[config.mk]
export PLATFORM = sky130hd
export DESIGN_NAME = twiddle_rom_sched
export DESIGN_NICKNAME = d
export VERILOG_FILES = /design/src/rtl/twiddle_rom_sched.sv
export SDC_FILE = /design/constraint.sdc
export NUM_CORES = 1
export LEC_CHECK = 0
export CAP_MARGIN = 5
export CORE_ASPECT_RATIO = 2
export CORE_MARGIN = 2
export CORE_UTILIZATION = 50
export DETAILED_ROUTE_END_ITERATION = 8
export GPL_TIMING_DRIVEN = 0
export PLACE_DENSITY = 0.72
export SETUP_SLACK_MARGIN = 0.02
export SLEW_MARGIN = 15
export SYNTH_ARGS = -nofsm -noshare
export SYNTH_HDL_FRONTEND = slang
export SYNTH_SLANG_ARGS = --single-unit
[constraint.sdc]
create_clock -name clk -period 8.08 [get_ports clk]
set_input_delay 1.616 -clock clk [delete_from_list [all_inputs] [get_ports clk]]
set_output_delay 1.616 -clock clk [all_outputs]
set_load 0.05 [all_outputs]
[src/rtl/twiddle_rom_sched.sv]
// Twiddle ROM address / butterfly index scheduler for a 256-point NTT.
// Issues two butterflies per cycle (8 layers x 64 cycles); outputs align with 1-cycle ROM data.
module twiddle_rom_sched #(
  parameter int ADDR_W = 8,
  parameter int COEF_W = 8
) (
  input  logic              clk,
  input  logic              rst_n,
  input  logic              start,
  input  logic              mode,
  input  logic              stall,
  output logic              rom_en,
  output logic [ADDR_W-1:0] rom_addra,
  output logic [ADDR_W-1:0] rom_addrb,
  output logic [COEF_W-1:0] idx0_a,
  output logic [COEF_W-1:0] idx0_b,
  output logic [COEF_W-1:0] idx1_a,
  output logic [COEF_W-1:0] idx1_b,
  output logic [2:0]        layer,
  output logic              neg,
  output logic              zeta_valid,
  output logic              busy,
  output logic              done,
  output logic              dbg_state
);

  typedef enum logic {S_IDLE = 1'b0, S_RUN = 1'b1} state_t;

  state_t      r_state;
  logic [2:0]  r_l;
  logic [5:0]  r_c;
  logic        r_mode;

  logic        w_issue;
  logic        w_last;
  logic [47:0] w_calc0;
  logic [47:0] w_calc1;

  // Returns {rom_addr, j, j+len} (16 bits each) for butterfly b of layer l.
  function automatic logic [47:0] calc(input logic [6:0] b, input logic [2:0] l,
                                       input logic inv);
    logic [15:0] len;
    logic [15:0] grp;
    logic [15:0] addr;
    logic [15:0] j;
    len  = inv ? (16'd1 << l) : (16'd128 >> l);
    grp  = inv ? (16'(b) >> l) : (16'(b) >> (3'd7 - l));
    addr = inv ? ((16'd256 >> l) - 16'd1 - grp) : ((16'd1 << l) + grp);
    j    = ((len << 1) * grp) + (16'(b) & (len - 16'd1));
    return {addr, j, j + len};
  endfunction

  // start is a one-cycle request honoured only in IDLE (and not on the done cycle);
  // stall is a level hold: while high no issue happens and every counter freezes.
  assign w_issue   = (r_state == S_RUN) && !stall;
  assign w_last    = (r_l == 3'd7) && (r_c == 6'd63);
  assign dbg_state = r_state;

  always_comb begin
    w_calc0   = calc({r_c, 1'b0}, r_l, r_mode);
    w_calc1   = calc({r_c, 1'b1}, r_l, r_mode);
    rom_en    = w_issue;
    rom_addra = w_issue ? ADDR_W'(w_calc0[47:32]) : '0;
    rom_addrb = w_issue ? ADDR_W'(w_calc1[47:32]) : '0;
  end

  always_ff @(posedge clk or negedge rst_n) begin
    if (!rst_n) begin
      r_state    <= S_IDLE;
      r_l        <= '0;
      r_c        <= '0;
      r_mode     <= 1'b0;
      idx0_a     <= '0;
      idx0_b     <= '0;
      idx1_a     <= '0;
      idx1_b     <= '0;
      layer      <= '0;
      neg        <= 1'b0;
      zeta_valid <= 1'b0;
      busy       <= 1'b0;
      done       <= 1'b0;
    end else begin
      zeta_valid <= w_issue;
      done       <= w_issue && w_last;
      if (w_issue) begin
        idx0_a <= COEF_W'(w_calc0[31:16]);
        idx0_b <= COEF_W'(w_calc0[15:0]);
        idx1_a <= COEF_W'(w_calc1[31:16]);
        idx1_b <= COEF_W'(w_calc1[15:0]);
        layer  <= r_l;
        neg    <= r_mode;
      end
      case (r_state)
        S_IDLE: begin
          // done high here means this is the completion cycle: a start now is dropped.
          if (start && !done) begin
            r_state <= S_RUN;
            r_mode  <= mode;
            r_l     <= '0;
            r_c     <= '0;
            busy    <= 1'b1;
          end else begin
            busy    <= 1'b0;
          end
        end
        S_RUN: begin
          if (!stall) begin
            r_c <= r_c + 6'd1;
            if (r_c == 6'd63) r_l <= r_l + 3'd1;
            if (w_last) r_state <= S_IDLE;
          end
        end
        default: r_state <= S_IDLE;
      endcase
    end
  end

endmodule

==> impl_metrics.env, run 1 <==
export IMPL_crit_type="reg2reg"
export IMPL_overflow=0
export IMPL_fin_setup_tns_ns=0
export IMPL_synth_most_common_cell="nand2_1"
export IMPL_crit_path_start_kind="register"
export IMPL_outcome="completed"
export IMPL_nets=878
export IMPL_place_gp_congestion=0.978
export IMPL_worstPathRequired_ns=8.27
export IMPL_regArea_um2=1230
export IMPL_path_common_cell="ha_1"
export IMPL_power_switching_w=0.000661
export IMPL_drtPass1Iterations=5
export IMPL_dr_first_iter_drc_count=321
export IMPL_synth_flop_cell="dfrtp_1"
export IMPL_yosys_top_cells_count="nand2_1 (112), ha_1 (74), inv_1 (51)"
export IMPL_wl_met2_mm=8.14
export IMPL_worst_path_buf_inv=6
export IMPL_pre_cts_ws_ns=0.590
export IMPL_rows=56
export IMPL_dieHeight_um=157
export IMPL_postSynthCellCount=713
export IMPL_synth_seq_cells=49
export IMPL_start_util=0.508
export IMPL_postCtsResizedCells=0
export IMPL_reg2reg_from="r_l[0]"
export IMPL_cts_tree="yes"
export IMPL_crit_arrival_ns=7.73
export IMPL_synth_edf_count=0
export IMPL_grt_use_total=0.265
export IMPL_reg2reg_to="idx0_b[7]"
export IMPL_cp_slowest_cell="fa_1"
export IMPL_clockRootBuffer="clkbuf_16"
export IMPL_coreArea_um2=11600
export IMPL_powerDensity_nw_per_um2=201
export IMPL_ys_async_sr_fraction=1.00
export IMPL_slew_viol_final=0
export IMPL_endpoint_kind="register"
export IMPL_grt_first_pass_wirelength_mm=25.8
export IMPL_portBuffers=60
export IMPL_hold_end="idx1_b[0]"
export IMPL_die_x_um=80.6
export IMPL_cts_hold_buffers=0
export IMPL_clock_skew_ns=0.00805
export IMPL_utilization=0.590
export IMPL_ant_nets=0
export IMPL_route_final_wire_length_mm=15.9
export IMPL_met1_length_mm=6.47
export IMPL_setup_violations=0
export IMPL_wire_per_inst_um=17.2
export IMPL_dpl_hpwl_mm=12.8
export IMPL_cap_violations=0
export IMPL_cp_max_fo=10
export IMPL_fin_crit_ns=7.53
export IMPL_ff2ff_path_depth=29
export IMPL_ir_drop_mv=0.135
export IMPL_slowest_delay_ns=0.53
export IMPL_min_path_cells=1
export IMPL_num_vias=5238
export IMPL_worst_r2r_setup_slack_ns=0.55
export IMPL_period_share=0.932
export IMPL_synth_seq_area_share=0.209
export IMPL_tightest_slew_ns=0.903
export IMPL_clkPwrFrac=0.161
export IMPL_viasPerCell=5.64
export IMPL_mappedNetlistArea_um2=5870
export IMPL_fin_ws_ns=0.547
export IMPL_syn_nets=810
export IMPL_power_frac_seq=0.249
export IMPL_ios=62
export IMPL_area_growth_syn_to_layout_pct=16.2
export IMPL_p_sw_frac=0.482
export IMPL_antenna_found_initial=1
export IMPL_p_leak_nw=3.26
export IMPL_min_from="idx1_b[0]"
export IMPL_slew_headroom=0.392
export IMPL_drive_gt1_frac=0.0614
export IMPL_synth_top_cell_area_share=0.209
export IMPL_drc=0
export IMPL_die_area_um2=12700
export IMPL_clock_path_buffers=2
export IMPL_grt_max_degree=36
export IMPL_fmax_mhz=133
export IMPL_internal_power_w=0.000711
export IMPL_fill_cells=1055
export IMPL_cts_made_buffers=5
export IMPL_clock_latency_ns=0.30
export IMPL_highest_layer="met4"
export IMPL_numClockSinks=49
export IMPL_synth_area_top_cells="dfrtp_1 (21%), ha_1 (16%), nand2_1 (7.2%)"
export IMPL_cts_setup_buffers=0
export IMPL_dp_cells=919
export IMPL_h_tree_depth=2
export IMPL_grt_pass1_vias=5170
export IMPL_syn_area_per_cell_um2=8.24
export IMPL_multi_input_area_um2=4240
export IMPL_rsz0062_at_grt="no"
export IMPL_combPwrFrac=0.590
export IMPL_met3_wirelength_um=804
export IMPL_hold_class="reg2reg"
export IMPL_instances_no_fill=928
export IMPL_cp_top_family="adder cells"
export IMPL_clkTransAtPathRegs_ns=0.07
export IMPL_yosys_area_top_type="dfrtp_1"
export IMPL_synth_cell_types=68
export IMPL_hold_violations=0
export IMPL_yosys_warnings=0
routing by layer:
metal | up-vias | global-route usage
li1 | 2562 | -
met5 | - | 0
met3 | 33 | 0.0407
met2 | 149 | 0.466
met4 | 0 | 0.104
met1 | 2494 | 0.317
power by group through the flow:
| stage | logic, W | clock network, W | registers (W) |
|---|---|---|---|
| CTS | 0.000808 | 0.000226 | 0.000342 |
| detailed placement | 0.000803 | 0 | 0.000347 |
| floorplan | 0.000402 | 0 | 0.000514 |
| global placement | 0.000793 | 0 | 0.000345 |
| finish | 0.000810 | 0.000221 | 0.000342 |
| global route | 0.000875 | 0.000233 | 0.000349 |
cells by family after synthesis:
family	after synthesis	share of synthesized area
and+or+nand+nor	240	0.196
AOI/OAI and AO/OA	162	0.174
adders and majority gates	92	0.219
buffers and inverters	90	0.0686
xor gates and xnor gates	61	0.0971
DFF	49	0.209
muxes	18	0.0362
other	1	0.000639
per-stage QoR:
| step | area, um2 | power, W | hold WS, ns |
|---|---|---|---|
| floorplan | 5870 | 0.000916 | 0.546 |
| global placement | 6660 | 0.00114 | 0.451 |
| detailed placement | 6670 | 0.00115 | 0.457 |
| CTS | 6820 | 0.00138 | 0.477 |
| global route | 6820 | 0.00146 | 0.494 |
| finish | 6820 | 0.00137 | 0.467 |
layout make-up:
cell class                      instances  share of cell area
Antenna cell                            1            0.000367
Buffer                                 34              0.0282
Clock buffer                            5              0.0183
Clock inverter                          3             0.00385
Inverter                               56              0.0308
Multi-Input combinational cell        574               0.622
Sequential cell                        49               0.180
Tap cell                              145              0.0266
Timing Repair Buffer                   61              0.0902
sequential cells by signal, summed over array words and instances, names as in the netlist, 3 cells and up:
signal,flops
idx0_b,8
idx1_a,8
idx1_b,8
idx0_a,7
r_c,6
layer,3
r_l,3
how the worst max path moves through the flow:
| stage | startpoint | to | cells after the start |
|---|---|---|---|
| CTS | r_l[0] | idx0_b[7] | 29 |
| global placement | r_l[0] | idx0_b[7] | 29 |
| global route | r_l[0] | idx1_b[7] | 29 |
| finish | r_l[0] | idx0_b[7] | 29 |
| floorplan | r_l[0] | idx0_b[7] | 29 |
| detailed placement | r_l[0] | idx0_b[7] | 29 |
cell usage in the layout, fill, tap and decap left out, types with 5 or more instances in the layout:
cell	netlist	final
a21boi_0	7	7
a21o_1	17	17
a21oi_1	45	45
and2_1	6	6
buf_4	5	5
buf_6	6	6
clkbuf_1	22	22
clkbuf_16	0	5
clkdlybuf4s50_1	0	59
dfrtp_1	49	49
fa_1	18	18
ha_1	74	74
inv_1	51	51
mux2_2	6	6
mux2i_1	10	10
nand2_1	112	112
nand2b_1	10	10
nand3_1	8	8
nand3b_1	7	7
nor2_1	42	42
nor2b_1	13	13
nor3_1	12	12
o21a_1	5	5
o21ai_0	47	47
o31ai_1	6	6
xnor2_1	39	39
xor2_1	19	19
Note: power is estimated with default switching activity, not from simulation.
==> run 2: changes to the inputs <==
Settings changed: CTS_BUF_LIST set to sky130_fd_sc_hd__clkbuf_8, TNS_END_PERCENT set to 20.
==> impl_metrics.env, run 2 (synthesized netlist as in run 1, its figures left out) <==
export IMPL_cp_top_family="adder cells"
export IMPL_portBuffers=60
export IMPL_die_area_um2=12700
export IMPL_top_regs="idx0_b (8), idx1_a (8), idx1_b (8)"
export IMPL_wire_per_inst_um=17.1
export IMPL_grt_use_total=0.264
export IMPL_crit_path_start_kind="register"
export IMPL_slew_headroom=0.361
export IMPL_grt_max_degree=36
export IMPL_die_x_um=80.6
export IMPL_viasPerCell=5.66
export IMPL_p_leak_nw=3.23
export IMPL_fin_ws_ns=0.632
export IMPL_regArea_um2=1230
export IMPL_crit_arrival_ns=7.67
export IMPL_multi_input_area_um2=4240
export IMPL_min_path_cells=1
export IMPL_pre_cts_ws_ns=0.590
export IMPL_cp_slowest_cell="fa_1"
export IMPL_overflow=0
export IMPL_place_gp_congestion=0.978
export IMPL_clkPwrFrac=0.123
export IMPL_clock_skew_ns=0.0109
export IMPL_grt_first_pass_wirelength_mm=25.8
export IMPL_num_vias=5250
export IMPL_hold_class="reg2reg"
export IMPL_power_frac_seq=0.260
export IMPL_area_growth_syn_to_layout_pct=15.3
export IMPL_dr_first_iter_drc_count=354
export IMPL_cp_max_fo=10
export IMPL_crit_start="r_l[0]"
export IMPL_fmax_mhz=134
export IMPL_worst_path_buf_inv=6
export IMPL_setup_violations=0
export IMPL_clock_latency_ns=0.33
export IMPL_dieHeight_um=157
export IMPL_nets=878
export IMPL_antenna_found_initial=1
export IMPL_start_util=0.508
export IMPL_fin_setup_tns_ns=0
export IMPL_ir_drop_mv=0.131
export IMPL_drive_gt1_frac=0.0627
export IMPL_internal_power_w=0.000657
export IMPL_drc=0
export IMPL_fin_crit_ns=7.45
export IMPL_cp_depth=29
export IMPL_tightest_slew_ns=0.950
export IMPL_path_common_cell="ha_1"
export IMPL_grt_pass1_vias=5157
export IMPL_cap_violations=0
export IMPL_cts_hold_buffers=0
export IMPL_ant_nets=0
export IMPL_power_switching_w=0.000654
export IMPL_rows=56
export IMPL_ios=62
export IMPL_cts_tree="yes"
export IMPL_min_from="idx1_b[0]"
export IMPL_p_sw_frac=0.499
export IMPL_coreArea_um2=11600
export IMPL_fill_cells=1061
export IMPL_p_total_w=0.00131
export IMPL_combPwrFrac=0.617
export IMPL_period_share=0.922
export IMPL_slowest_delay_ns=0.53
export IMPL_slew_viol_final=0
export IMPL_clockRootBuffer="clkbuf_8"
export IMPL_crit_type="reg2reg"
export IMPL_dpl_hpwl_mm=12.8
export IMPL_hold_violations=0
export IMPL_clkTransAtPathRegs_ns=0.10
export IMPL_reg2reg_from="r_l[0]"
export IMPL_route_final_wire_length_mm=15.9
export IMPL_drtPass1Iterations=5
export IMPL_rsz0062_at_grt="no"
export IMPL_final_cell_mix="nand2_1 (112), ha_1 (74), clkdlybuf4s50_1 (59)"
export IMPL_endpoint_kind="register"
export IMPL_ff2ff_path_depth=29
export IMPL_clock_path_buffers=2
export IMPL_cts_made_buffers=5
export IMPL_numClockSinks=49
export IMPL_h_tree_depth=2
export IMPL_final_common_cell="nand2_1"
export IMPL_outcome="completed"
export IMPL_powerDensity_nw_per_um2=194
export IMPL_worstPathRequired_ns=8.30
[run 2: metrics by stage]
stage / instance area (um2) / utilization / cells / hold WS (ns)
finish: 6770 / 0.586 / 928 / 0.474
global route: 6770 / 0.585 / 927 / 0.502
CTS: 6770 / 0.585 / 927 / 0.484
detailed placement: 6670 / 0.577 / 919 / 0.457
global placement: 6660 / 0.576 / 918 / 0.451
floorplan: 5870 / - / 713 / 0.546
[run 2: cell type report]
class,instances,area share
Sequential cell,49,0.181
Inverter,56,0.0316
Tap cell,145,0.0268
Buffer,34,0.0285
Multi-Input combinational cell,574,0.627
Clock inverter,3,0.00388
Clock buffer,5,0.0102
Timing Repair Buffer,61,0.0909
Antenna cell,1,0.000370
[run 2: repair_timing]
item	CTS	global route
hold endpoints to repair	0	0
gates resized for setup	0	1
setup endpoints to repair	0	1
setup buffers	0	0
[run 2: final timing paths]
path                              to  slack [ns]
setup / recovery           idx0_b[7]        0.63
hold / removal             idx1_b[0]        0.47
setup reg to reg           idx0_b[7]        0.63
hold reg to reg            idx1_b[0]        0.47
max in group asynchronous  idx0_a[5]        6.35
min in group asynchronous     r_l[1]        1.21
[run 2: power groups by stage]
stage | Sequential, W | Combinational [W] | Clock [W]
2_1_floorplan | 0.000514 | 0.000402 | 0
3_3_place_gp | 0.000345 | 0.000793 | 0
3_5_place_dp | 0.000347 | 0.000803 | 0
4_1_cts | 0.000342 | 0.000808 | 0.000166
5_1_grt | 0.000349 | 0.000875 | 0.000172
6_report | 0.000341 | 0.000809 | 0.000161
[run 2: layer usage]
| layer | vias up | global-route usage | share of wire |
|---|---|---|---|
| met5 | - | 0 | 0 |
| met4 | 0 | 0.103 | 0.032 |
| met3 | 35 | 0.0298 | 0.048 |
| met2 | 159 | 0.469 | 0.51 |
| met1 | 2490 | 0.320 | 0.41 |
| li1 | 2566 | - | - |
